--- src/rtl/adder_result_fifo_if.sv ---
// Handshake bundle between the operand driver / adder outputs and the
// result FIFO. The master side issues operands, supplies the adder outputs
// and consumes results. The slave side is the result FIFO.
interface adder_result_fifo_if #(
  parameter int WIDTH = 4
) ();
  logic             in_valid;
  logic             in_ready;
  logic [WIDTH-1:0] add_s;
  logic             add_c;
  logic             out_valid;
  logic             out_ready;
  logic [WIDTH-1:0] out_sum;
  logic             out_carry;
  logic             ovf_err;

  modport master (
    output in_valid, add_s, add_c, out_ready,
    input  in_ready, out_valid, out_sum, out_carry, ovf_err
  );

  modport slave (
    input  in_valid, add_s, add_c, out_ready,
    output in_ready, out_valid, out_sum, out_carry, ovf_err
  );
endinterface

--- src/rtl/adder_result_fifo.sv ---
// Result tracker and buffer for a fully pipelined WIDTH-cycle adder.
// A valid shift register follows each issued operand pair through the
// adder. When the pair emerges, {carry,sum} is written into a DEPTH-entry
// show-ahead FIFO. Issue is credit-limited so that every result in flight
// already owns a FIFO slot, so backpressure never drops a result.
module adder_result_fifo #(
  parameter int WIDTH = 4,
  parameter int DEPTH = 4
) (
  input  logic              clk,
  input  logic              rst_n,
  adder_result_fifo_if.slave bus_if
);

  localparam int PTR_W = (DEPTH > 1) ? $clog2(DEPTH) : 1;
  localparam int CNT_W = $clog2(DEPTH + 1);
  localparam int INF_W = $clog2(WIDTH + 1);
  localparam int CRD_W = $clog2(DEPTH + WIDTH + 1) + 1;

  // Carry in the MSB, sum below it.
  typedef logic [WIDTH:0] entry_t;

  logic [WIDTH-1:0] vld_sr_q,   vld_sr_d;
  logic [INF_W-1:0] inflight_q, inflight_d;
  logic [PTR_W-1:0] wr_ptr_q,   wr_ptr_d;
  logic [PTR_W-1:0] rd_ptr_q,   rd_ptr_d;
  logic [CNT_W-1:0] count_q,    count_d;
  logic             ovf_err_q,  ovf_err_d;
  entry_t           mem_q [DEPTH];

  logic   issue;
  logic   arrive;
  logic   pop;
  logic   full;
  logic   wr_en;
  entry_t head;

  assign issue  = bus_if.in_valid & bus_if.in_ready;
  assign arrive = vld_sr_q[WIDTH-1];
  assign pop    = bus_if.out_valid & bus_if.out_ready;
  assign full   = (count_q == CNT_W'(DEPTH));
  // A full FIFO still accepts a result if the head leaves in the same cycle.
  assign wr_en  = arrive & (~full | pop);

  // Credit check uses registered state only, so in_ready never depends on in_valid.
  assign bus_if.in_ready = (CRD_W'(count_q) + CRD_W'(inflight_q)) < CRD_W'(DEPTH);

  assign head             = mem_q[rd_ptr_q];
  assign bus_if.out_valid = (count_q != '0);
  assign bus_if.out_sum   = bus_if.out_valid ? head[WIDTH-1:0] : '0;
  assign bus_if.out_carry = bus_if.out_valid ? head[WIDTH]     : 1'b0;
  assign bus_if.ovf_err   = ovf_err_q;

  // Next-state computation for tracking, pointers, occupancy and error flag.
  always_comb begin
    // NOTE: every variable gets a default before any branch so no latch is inferred.
    vld_sr_d   = '0;
    inflight_d = inflight_q;
    wr_ptr_d   = wr_ptr_q;
    rd_ptr_d   = rd_ptr_q;
    count_d    = count_q;
    ovf_err_d  = ovf_err_q;

    vld_sr_d[0] = issue;
    for (int i = 1; i < WIDTH; i++) begin
      vld_sr_d[i] = vld_sr_q[i-1];
    end

    // Decrement guarded so a spurious arrival cannot wrap the counter.
    if (issue && !arrive) begin
      inflight_d = inflight_q + INF_W'(1);
    end else if (!issue && arrive && (inflight_q != '0)) begin
      inflight_d = inflight_q - INF_W'(1);
    end

    if (wr_en) begin
      wr_ptr_d = (wr_ptr_q == PTR_W'(DEPTH - 1)) ? '0 : wr_ptr_q + PTR_W'(1);
    end
    if (pop) begin
      rd_ptr_d = (rd_ptr_q == PTR_W'(DEPTH - 1)) ? '0 : rd_ptr_q + PTR_W'(1);
    end

    if (wr_en && !pop) begin
      count_d = count_q + CNT_W'(1);
    end else if (!wr_en && pop) begin
      count_d = count_q - CNT_W'(1);
    end

    // A result arriving at a full FIFO with no pop is dropped and flagged.
    if (arrive && full && !pop) begin
      ovf_err_d = 1'b1;
    end
  end

  // Control state registers with asynchronous reset.
  always_ff @(posedge clk or negedge rst_n) begin
    if (!rst_n) begin
      vld_sr_q   <= '0;
      inflight_q <= '0;
      wr_ptr_q   <= '0;
      rd_ptr_q   <= '0;
      count_q    <= '0;
      ovf_err_q  <= 1'b0;
    end else begin
      // NOTE: non-blocking assignments so all registers update from pre-edge values.
      vld_sr_q   <= vld_sr_d;
      inflight_q <= inflight_d;
      wr_ptr_q   <= wr_ptr_d;
      rd_ptr_q   <= rd_ptr_d;
      count_q    <= count_d;
      ovf_err_q  <= ovf_err_d;
    end
  end

  // Result storage, written at wr_ptr when a tracked result arrives.
  // NOTE: storage has no reset. Entries are only visible while counted, and the outputs are gated to 0 when empty.
  always_ff @(posedge clk) begin
    if (wr_en) begin
      mem_q[wr_ptr_q] <= {bus_if.add_c, bus_if.add_s};
    end
  end

endmodule

--- src/flat_wrapper.sv ---
// flat-port wrapper written by rule: the top's interface ports become plain ports
module adder_result_fifo_flat 
#(
  parameter int WIDTH = 4,
  parameter int DEPTH = 4
)
  (clk, rst_n, bus_if_in_valid, bus_if_add_s, bus_if_add_c, bus_if_out_ready, bus_if_in_ready, bus_if_out_valid, bus_if_out_sum, bus_if_out_carry, bus_if_ovf_err);
  adder_result_fifo_if #(.WIDTH(WIDTH)) bus_if_i ();
  input  logic clk;
  input  logic rst_n;
  input wire logic [$bits(bus_if_i.in_valid)-1:0] bus_if_in_valid;
  input wire logic [$bits(bus_if_i.add_s)-1:0] bus_if_add_s;
  input wire logic [$bits(bus_if_i.add_c)-1:0] bus_if_add_c;
  input wire logic [$bits(bus_if_i.out_ready)-1:0] bus_if_out_ready;
  output wire logic [$bits(bus_if_i.in_ready)-1:0] bus_if_in_ready;
  output wire logic [$bits(bus_if_i.out_valid)-1:0] bus_if_out_valid;
  output wire logic [$bits(bus_if_i.out_sum)-1:0] bus_if_out_sum;
  output wire logic [$bits(bus_if_i.out_carry)-1:0] bus_if_out_carry;
  output wire logic [$bits(bus_if_i.ovf_err)-1:0] bus_if_ovf_err;
  assign bus_if_i.in_valid = bus_if_in_valid;
  assign bus_if_i.add_s = bus_if_add_s;
  assign bus_if_i.add_c = bus_if_add_c;
  assign bus_if_i.out_ready = bus_if_out_ready;
  assign bus_if_in_ready = bus_if_i.in_ready;
  assign bus_if_out_valid = bus_if_i.out_valid;
  assign bus_if_out_sum = bus_if_i.out_sum;
  assign bus_if_out_carry = bus_if_i.out_carry;
  assign bus_if_ovf_err = bus_if_i.ovf_err;
  adder_result_fifo #(.WIDTH(WIDTH), .DEPTH(DEPTH)) u_core (.clk(clk), .rst_n(rst_n), .bus_if(bus_if_i));
endmodule
--- config.mk ---
export PLATFORM = sky130hd
export DESIGN_NAME = adder_result_fifo_flat
export DESIGN_NICKNAME = d
export VERILOG_FILES = /design/src/rtl/adder_result_fifo_if.sv /design/src/rtl/adder_result_fifo.sv /design/src/flat_wrapper.sv
export SDC_FILE = /design/constraint.sdc
export NUM_CORES = 1
export LEC_CHECK = 0
export ABC_AREA = 0
export CAP_MARGIN = 0
export CELL_PAD_IN_SITES_DETAIL_PLACEMENT = 1
export CELL_PAD_IN_SITES_GLOBAL_PLACEMENT = 2
export CORE_MARGIN = 10
export CORE_UTILIZATION = 43
export CTS_CLUSTER_DIAMETER = 100
export DETAILED_ROUTE_END_ITERATION = 10
export PLACE_DENSITY = 0.9
export REMOVE_ABC_BUFFERS = 1
export SLEW_MARGIN = 0
export SYNTH_ARGS = -nofsm -noshare
export SYNTH_HDL_FRONTEND = slang
export SYNTH_SLANG_ARGS = --single-unit
export TNS_END_PERCENT = 20
--- constraint.sdc ---
create_clock -name clk -period 3.4 [get_ports clk]
set_input_delay 0.51 -clock clk [delete_from_list [all_inputs] [get_ports clk]]
set_output_delay 0.51 -clock clk [all_outputs]
set_load 0.05 [all_outputs]
Word level (Yosys, flattened, before mapping)
Memory sizes are Yosys's and may differ from the RTL's.
Index checks and enable logic that the tools add are counted.
{ "totals": {"register_bits": 15, "latch_bits": 0, "ram_bits": 20, "rom_bits": 0, "memories": 1} }
{ "classes": {"n_addsub": 7, "multipliers": 0, "n_div": 0, "n_lt_le_gt_ge": 1, "n_eq_ne": 3, "n_shift": 0, "mux": 10, "n_bitwise": 5, "reduce_logical": 15} }
{ "mem_list": {"columns": ["memory", "words", "width", "rd", "rd_ports_with_merged_regs", "wr", "line_no", "rtl"], "rows": [
  ["u_core.mem_q", 4, 5, 1, 0, 1, "adder_result_fifo.sv:29", "entry_t mem_q [DEPTH];"]
]} }
{ "op_table": {"columns": ["cell", "count"], "rows": [
  ["3-bit two-way mux", 4],
  ["1-bit logical AND", 7],
  ["3-bit by 1-bit adder with 3-bit output (second input constant)", 2],
  ["3-bit nonzero test", 2],
  ["3-bit by 1-bit subtractor with 3-bit output (second input constant)", 2],
  ["5-bit by 3-bit < comparator with 1-bit output (second input constant)", 1],
  ["2-bit by 1-bit adder with 2-bit output (second input constant)", 2],
  ["3-bit by 3-bit adder with 4-bit output", 1],
  ["2-bit == test (second input constant)", 2],
  ["1-bit zero test", 4],
  ["2-bit two-way mux", 2],
  ["4-bit two-way mux", 1],
  ["2-bit nonzero test", 2],
  ["1-bit bitwise AND", 3],
  ["3-bit == test (second input constant)", 1],
  ["1-bit two-way mux", 3],
  ["1-bit NOT", 1],
  ["1-bit OR", 1]
]} }

Longest topological paths before layout
{ "depth": {"ltp_word": 8, "ltp_mapped": 9} }

Worst setup path after synthesis
No wires, ideal clock.
{ "synth_path": {"path_type": "register to register", "start": "reg u_core.count_q[1]", "end": "reg u_core.inflight_q[1]", "setup_ns": 0.137, "arrival_time_ns": 2.099, "required_time_ns": 3.263, "path_slack_ns": 1.164, "stages_incl_launch_ff": 9, "path_buffers": 0, "period_less_slack_ns": 2.236, "path_cell_list": "dfrtp_1 > ha_1 > and3_1 > nand3b_4 > or2_2 > fa_1 > nor2b_1 > a211oi_1 > a31oi_1"} }
{ "synth_via": {"word_cells_on_any_way": 9} }
{ "synth_lines": {"columns": ["element", "line_no", "rtl"], "rows": [
  ["start: declaration", "adder_result_fifo.sv:27", "logic [CNT_W-1:0] count_q, count_d;"],
  ["start signal: assignment", "adder_result_fifo.sv:110", "count_q <= count_d;"],
  ["3-bit by 3-bit adder with 4-bit output", "adder_result_fifo.sv:46", "assign bus_if.in_ready = (CRD_W'(count_q) + CRD_W'(inflight_q)) < CRD_W'(DEPTH);"],
  ["5-bit by 3-bit < comparator with 1-bit output", "adder_result_fifo.sv:46", null],
  ["1-bit bitwise AND", "adder_result_fifo.sv:38", "assign issue = bus_if.in_valid & bus_if.in_ready;"],
  ["1-bit logical AND", "adder_result_fifo.sv:70", "if (issue && !arrive) begin"],
  ["3-bit two-way mux", "adder_result_fifo.sv:70", null],
  ["via u_core.inflight_d[1]", "adder_result_fifo.sv:24", "logic [INF_W-1:0] inflight_q, inflight_d;"],
  ["end signal: assignment", "adder_result_fifo.sv:107", "inflight_q <= inflight_d;"],
  ["end: declaration", "adder_result_fifo.sv:24", null]
]} }
The timed path passes the listed nets, and every way through them passes these cells.
A chain may end at the register's enable or synchronous reset.

Final worst setup path
{ "layout_path": {"start": "reg u_core.rd_ptr_q[0]", "end": "out bus_if_out_sum[3]"} }
{ "layout_via": {"elab_chain_cells": 2} }
{ "layout_lines": {"columns": ["element", "line_no", "rtl"], "rows": [
  ["start: declaration", "adder_result_fifo.sv:26", "logic [PTR_W-1:0] rd_ptr_q, rd_ptr_d;"],
  ["start signal: assignment", "adder_result_fifo.sv:109", "rd_ptr_q <= rd_ptr_d;"],
  ["memory 4 x 5 bit", null, null],
  ["4-bit two-way mux", "adder_result_fifo.sv:50", "assign bus_if.out_sum = bus_if.out_valid ? head[WIDTH-1:0] : '0;"],
  ["end: declaration", "flat_wrapper.sv:17", "output wire logic [$bits(bus_if_i.out_sum)-1:0] bus_if_out_sum;"]
]} }
Every way passes these cells.

==> results.json <==
{
  "grt.total_usage_pct": 10.1,
  "maximum_capacitance_violations": 0,
  "clkLatencyLatePin_ps": 280,
  "vias_per_cell": 4.99,
  "setup-violations-final": 0,
  "critical_path.top_delay_family": "buffers and inverters",
  "ir_drop_mv": 0.283,
  "timing.rr.end": "u_core.inflight_q[1]",
  "clock_tree_from_tritoncts": "done",
  "holdPathStages": 0,
  "cellPowerDensity_nw_per_um2": 431,
  "drt_drc_violations_left": 0,
  "route.final.wire_length_um": 2970,
  "cts_post_setup_buffers_inserted": 0,
  "vias": 849,
  "ys_seq_area_share_pct": 60.2,
  "dieHeight_um": 81.4,
  "most_frequent_cells_in_the_layout": "20 x sky130_fd_sc_hd__edfxtp_1, 16 x sky130_fd_sc_hd__clkdlybuf4s50_1, 15 x sky130_fd_sc_hd__dfrtp_1, 8 x sky130_fd_sc_hd__and2_1, 8 x sky130_fd_sc_hd__ha_1",
  "detail_route.first_pass.iterations": 4,
  "synth_area_leaders": "sky130_fd_sc_hd__edfxtp_1 37%, sky130_fd_sc_hd__dfrtp_1 23%, sky130_fd_sc_hd__mux4_2 6.9%",
  "floorplan.rows": 22,
  "critical_path.cell_chain": "mux4_2 > and2_1 > clkdlybuf4s50_1",
  "final_nets": 140,
  "floorplan.initialDensity_pct": 44.3,
  "postSynthRegisterBits": 35,
  "syn-instance-count": 102,
  "place_congestion": 0.726,
  "clk_path_buf_depth": 2,
  "worst_path_max_delay_cell": "sky130_fd_sc_hd__clkdlybuf4s50_1",
  "unrepaired_setup_endpoints_after_global_routing": "no",
  "data_arrival_at_the_endpoint_of_the_critical_path_ps": 2330,
  "worst_path_largest_cell_delay_ps": 720,
  "post-place-cells": 162,
  "final_min_period_over_clock_period_pct": 83.4,
  "hold_path.startpoint": "u_core.vld_sr_q[1]",
  "timing.reg2reg.setup_slack_ps": 960,
  "critPathRequiredTime_ps": 2890,
  "netlist.top_cell.by_area": "sky130_fd_sc_hd__edfxtp_1",
  "status": "completed",
  "antennaDiodeCount": 0,
  "cts_buffers": 5,
  "final_cells": 170,
  "place_hpwl_um": 2240,
  "synth_edf_count": 20,
  "timing.critical_path.fanout_max": 8,
  "post_cts_resized": 0,
  "globalRoute.totalOverflow": 0,
  "cts_root_buffer": "sky130_fd_sc_hd__clkbuf_8",
  "worst-slew-pin-transition_ps": 662,
  "start_kind": "register",
  "most_frequently_used_flop_master_after_synthesis": "sky130_fd_sc_hd__edfxtp_1",
  "clock_sinks": 35,
  "hold_viol_final": 0,
  "clock-skew-final_ps": 2.21,
  "number_of_antenna_violations_at_the_first_check_in_global_routing": 0,
  "ys_types": 34,
  "dr.first_iter.drc_count": 53,
  "max_slew_margin_pct": 55.7,
  "layout-drive-gt1-share_pct": 15.6,
  "maxClockFrequency_mhz": 353,
  "p_leak_nw": 0.785,
  "tns_ps": 0,
  "path_clk_slew_ps": 60,
  "postSynthAreaPerCell_um2": 15.9,
  "most_common_cell_after_layout_fill_and_taps_aside": "sky130_fd_sc_hd__edfxtp_1",
  "design.portCount": 17,
  "reg2reg_depth": 8,
  "timing.hold.worst.class": "reg -> reg",
  "fp.coreArea_um2": 3660,
  "r2r-start": "u_core.count_q[1]",
  "worst_setup_path_startpoint": "u_core.rd_ptr_q[0]",
  "detail-route-antenna-nets": 0,
  "async_flop_share_pct": 42.9,
  "synth_top_area_share_pct": 37.0,
  "crit_type": "reg -> out",
  "fin_crit_ps": 2840,
  "port_buffers": 16,
  "pin_count_of_the_biggest_net_entering_global_routing": 16,
  "buf_inv_stages_crit_path": 1,
  "dieWidth_um": 81.4,
  "whs_endpoint": "u_core.vld_sr_q[2]",
  "post_cts_hold_buffer_count": 0,
  "setup.worst_path.end_class": "output port",
  "routedWlPerCell_um": 17.5,
  "yosys_warnings": 0,
  "h-tree-depth": 2,
  "grt_first_pass_wirelength_um": 5040,
  "first_global_vias": 992,
  "layout-area-overhead-vs-synth_pct": 17.6,
  "syn-cell-area_um2": 1620,
  "final_max_tran_viols": 0,
  "die_area_um2": 6630
}
cell usage after synthesis (2+ instances only):
library cell and instances:
sky130_fd_sc_hd__edfxtp_1 20, sky130_fd_sc_hd__dfrtp_1 15, sky130_fd_sc_hd__and2_1 8, sky130_fd_sc_hd__ha_1 8, sky130_fd_sc_hd__mux4_2 5, sky130_fd_sc_hd__inv_1 4
sky130_fd_sc_hd__nor2b_1 4, sky130_fd_sc_hd__buf_6 3, sky130_fd_sc_hd__nor2_1 3, sky130_fd_sc_hd__xor2_1 3, sky130_fd_sc_hd__fa_1 2, sky130_fd_sc_hd__mux2i_1 2
sky130_fd_sc_hd__nand2_1 2, sky130_fd_sc_hd__o21ai_0 2, sky130_fd_sc_hd__xnor2_1 2
metal layers:
layer,part of all wire [%],GRT usage (%),wire (µm)
met1,40,10.8,1190
met3,3.1,2.40,91
met5,0,0,0
met4,2.0,4.67,60
met2,55,18.4,1630
state kept, by name, summed over array words and instances, names as in the netlist:
signal / count
u_core.bus_if.ovf_err: 1
u_core.count_q: 3
u_core.inflight_q: 3
u_core.mem_q: 20
u_core.rd_ptr_q: 2
u_core.vld_sr_q: 4
u_core.wr_ptr_q: 2
worst max-delay path by stage:
stage               cells past startpoint  slack (ps)                end
floorplan                               8        1060  u_core.count_q[2]
global placement                        7         680  u_core.count_q[1]
detailed placement                      7         450  u_core.count_q[1]
CTS                                     3         520  bus_if_out_sum[3]
global route                            3         420  bus_if_out_sum[3]
finish                                  3         560  bus_if_out_sum[3]
worst register-to-register path: stages (launching register included):
cell	delay, ps
sky130_fd_sc_hd__dfrtp_1	440
sky130_fd_sc_hd__ha_1	310
sky130_fd_sc_hd__and3_1	180
sky130_fd_sc_hd__nand3b_4	190
sky130_fd_sc_hd__or2_2	310
sky130_fd_sc_hd__fa_1	460
sky130_fd_sc_hd__nor2b_1	150
sky130_fd_sc_hd__a211oi_1	180
sky130_fd_sc_hd__a31oi_1	80
where the power goes:
part           leakage (nW)  switching (mW)  internal, mW
Combinational         0.369         0.00788       0.00830
Sequential            0.363               0         0.449
Clock                0.0524           0.137         0.219
Total                 0.785           0.145         0.677
per-stage QoR:
| stage | util [%] | area [µm²] | hold WS (ps) | power [mW] | worst slack, ps |
|---|---|---|---|---|---|
| 6_report | 52.1 | 1910 | 357 | 0.822 | 564 |
| 5_1_grt | 52.1 | 1910 | 360 | 0.856 | 425 |
| 4_1_cts | 52.1 | 1910 | 352 | 0.833 | 516 |
| 3_5_place_dp | 49.2 | 1800 | 340 | 0.475 | 451 |
| 3_3_place_gp | 49.2 | 1800 | 336 | 0.474 | 681 |
| 2_1_floorplan | - | 1580 | 214 | 0.458 | 1060 |
cell families after synthesis:
logic type	count (synthesis)	share of synthesized area [%]
flops	35	60.2
mux	9	9.80
compound gates	8	3.47
fa+ha+maj	10	8.64
xor+xnor	5	2.70
buf+inv	8	3.47
simple gates	27	11.7
area by class of cell:
type | instances | area (µm²)
Timing Repair Buffer | 16 | 160
Clock buffer | 7 | 76.3
Inverter | 4 | 15.0
Fill cell | 353 | 1750
Sequential cell | 35 | 976
Tap cell | 48 | 60.1
Multi-Input combinational cell | 59 | 589
Clock inverter | 1 | 30.0
(Power assumes the default switching activity.)
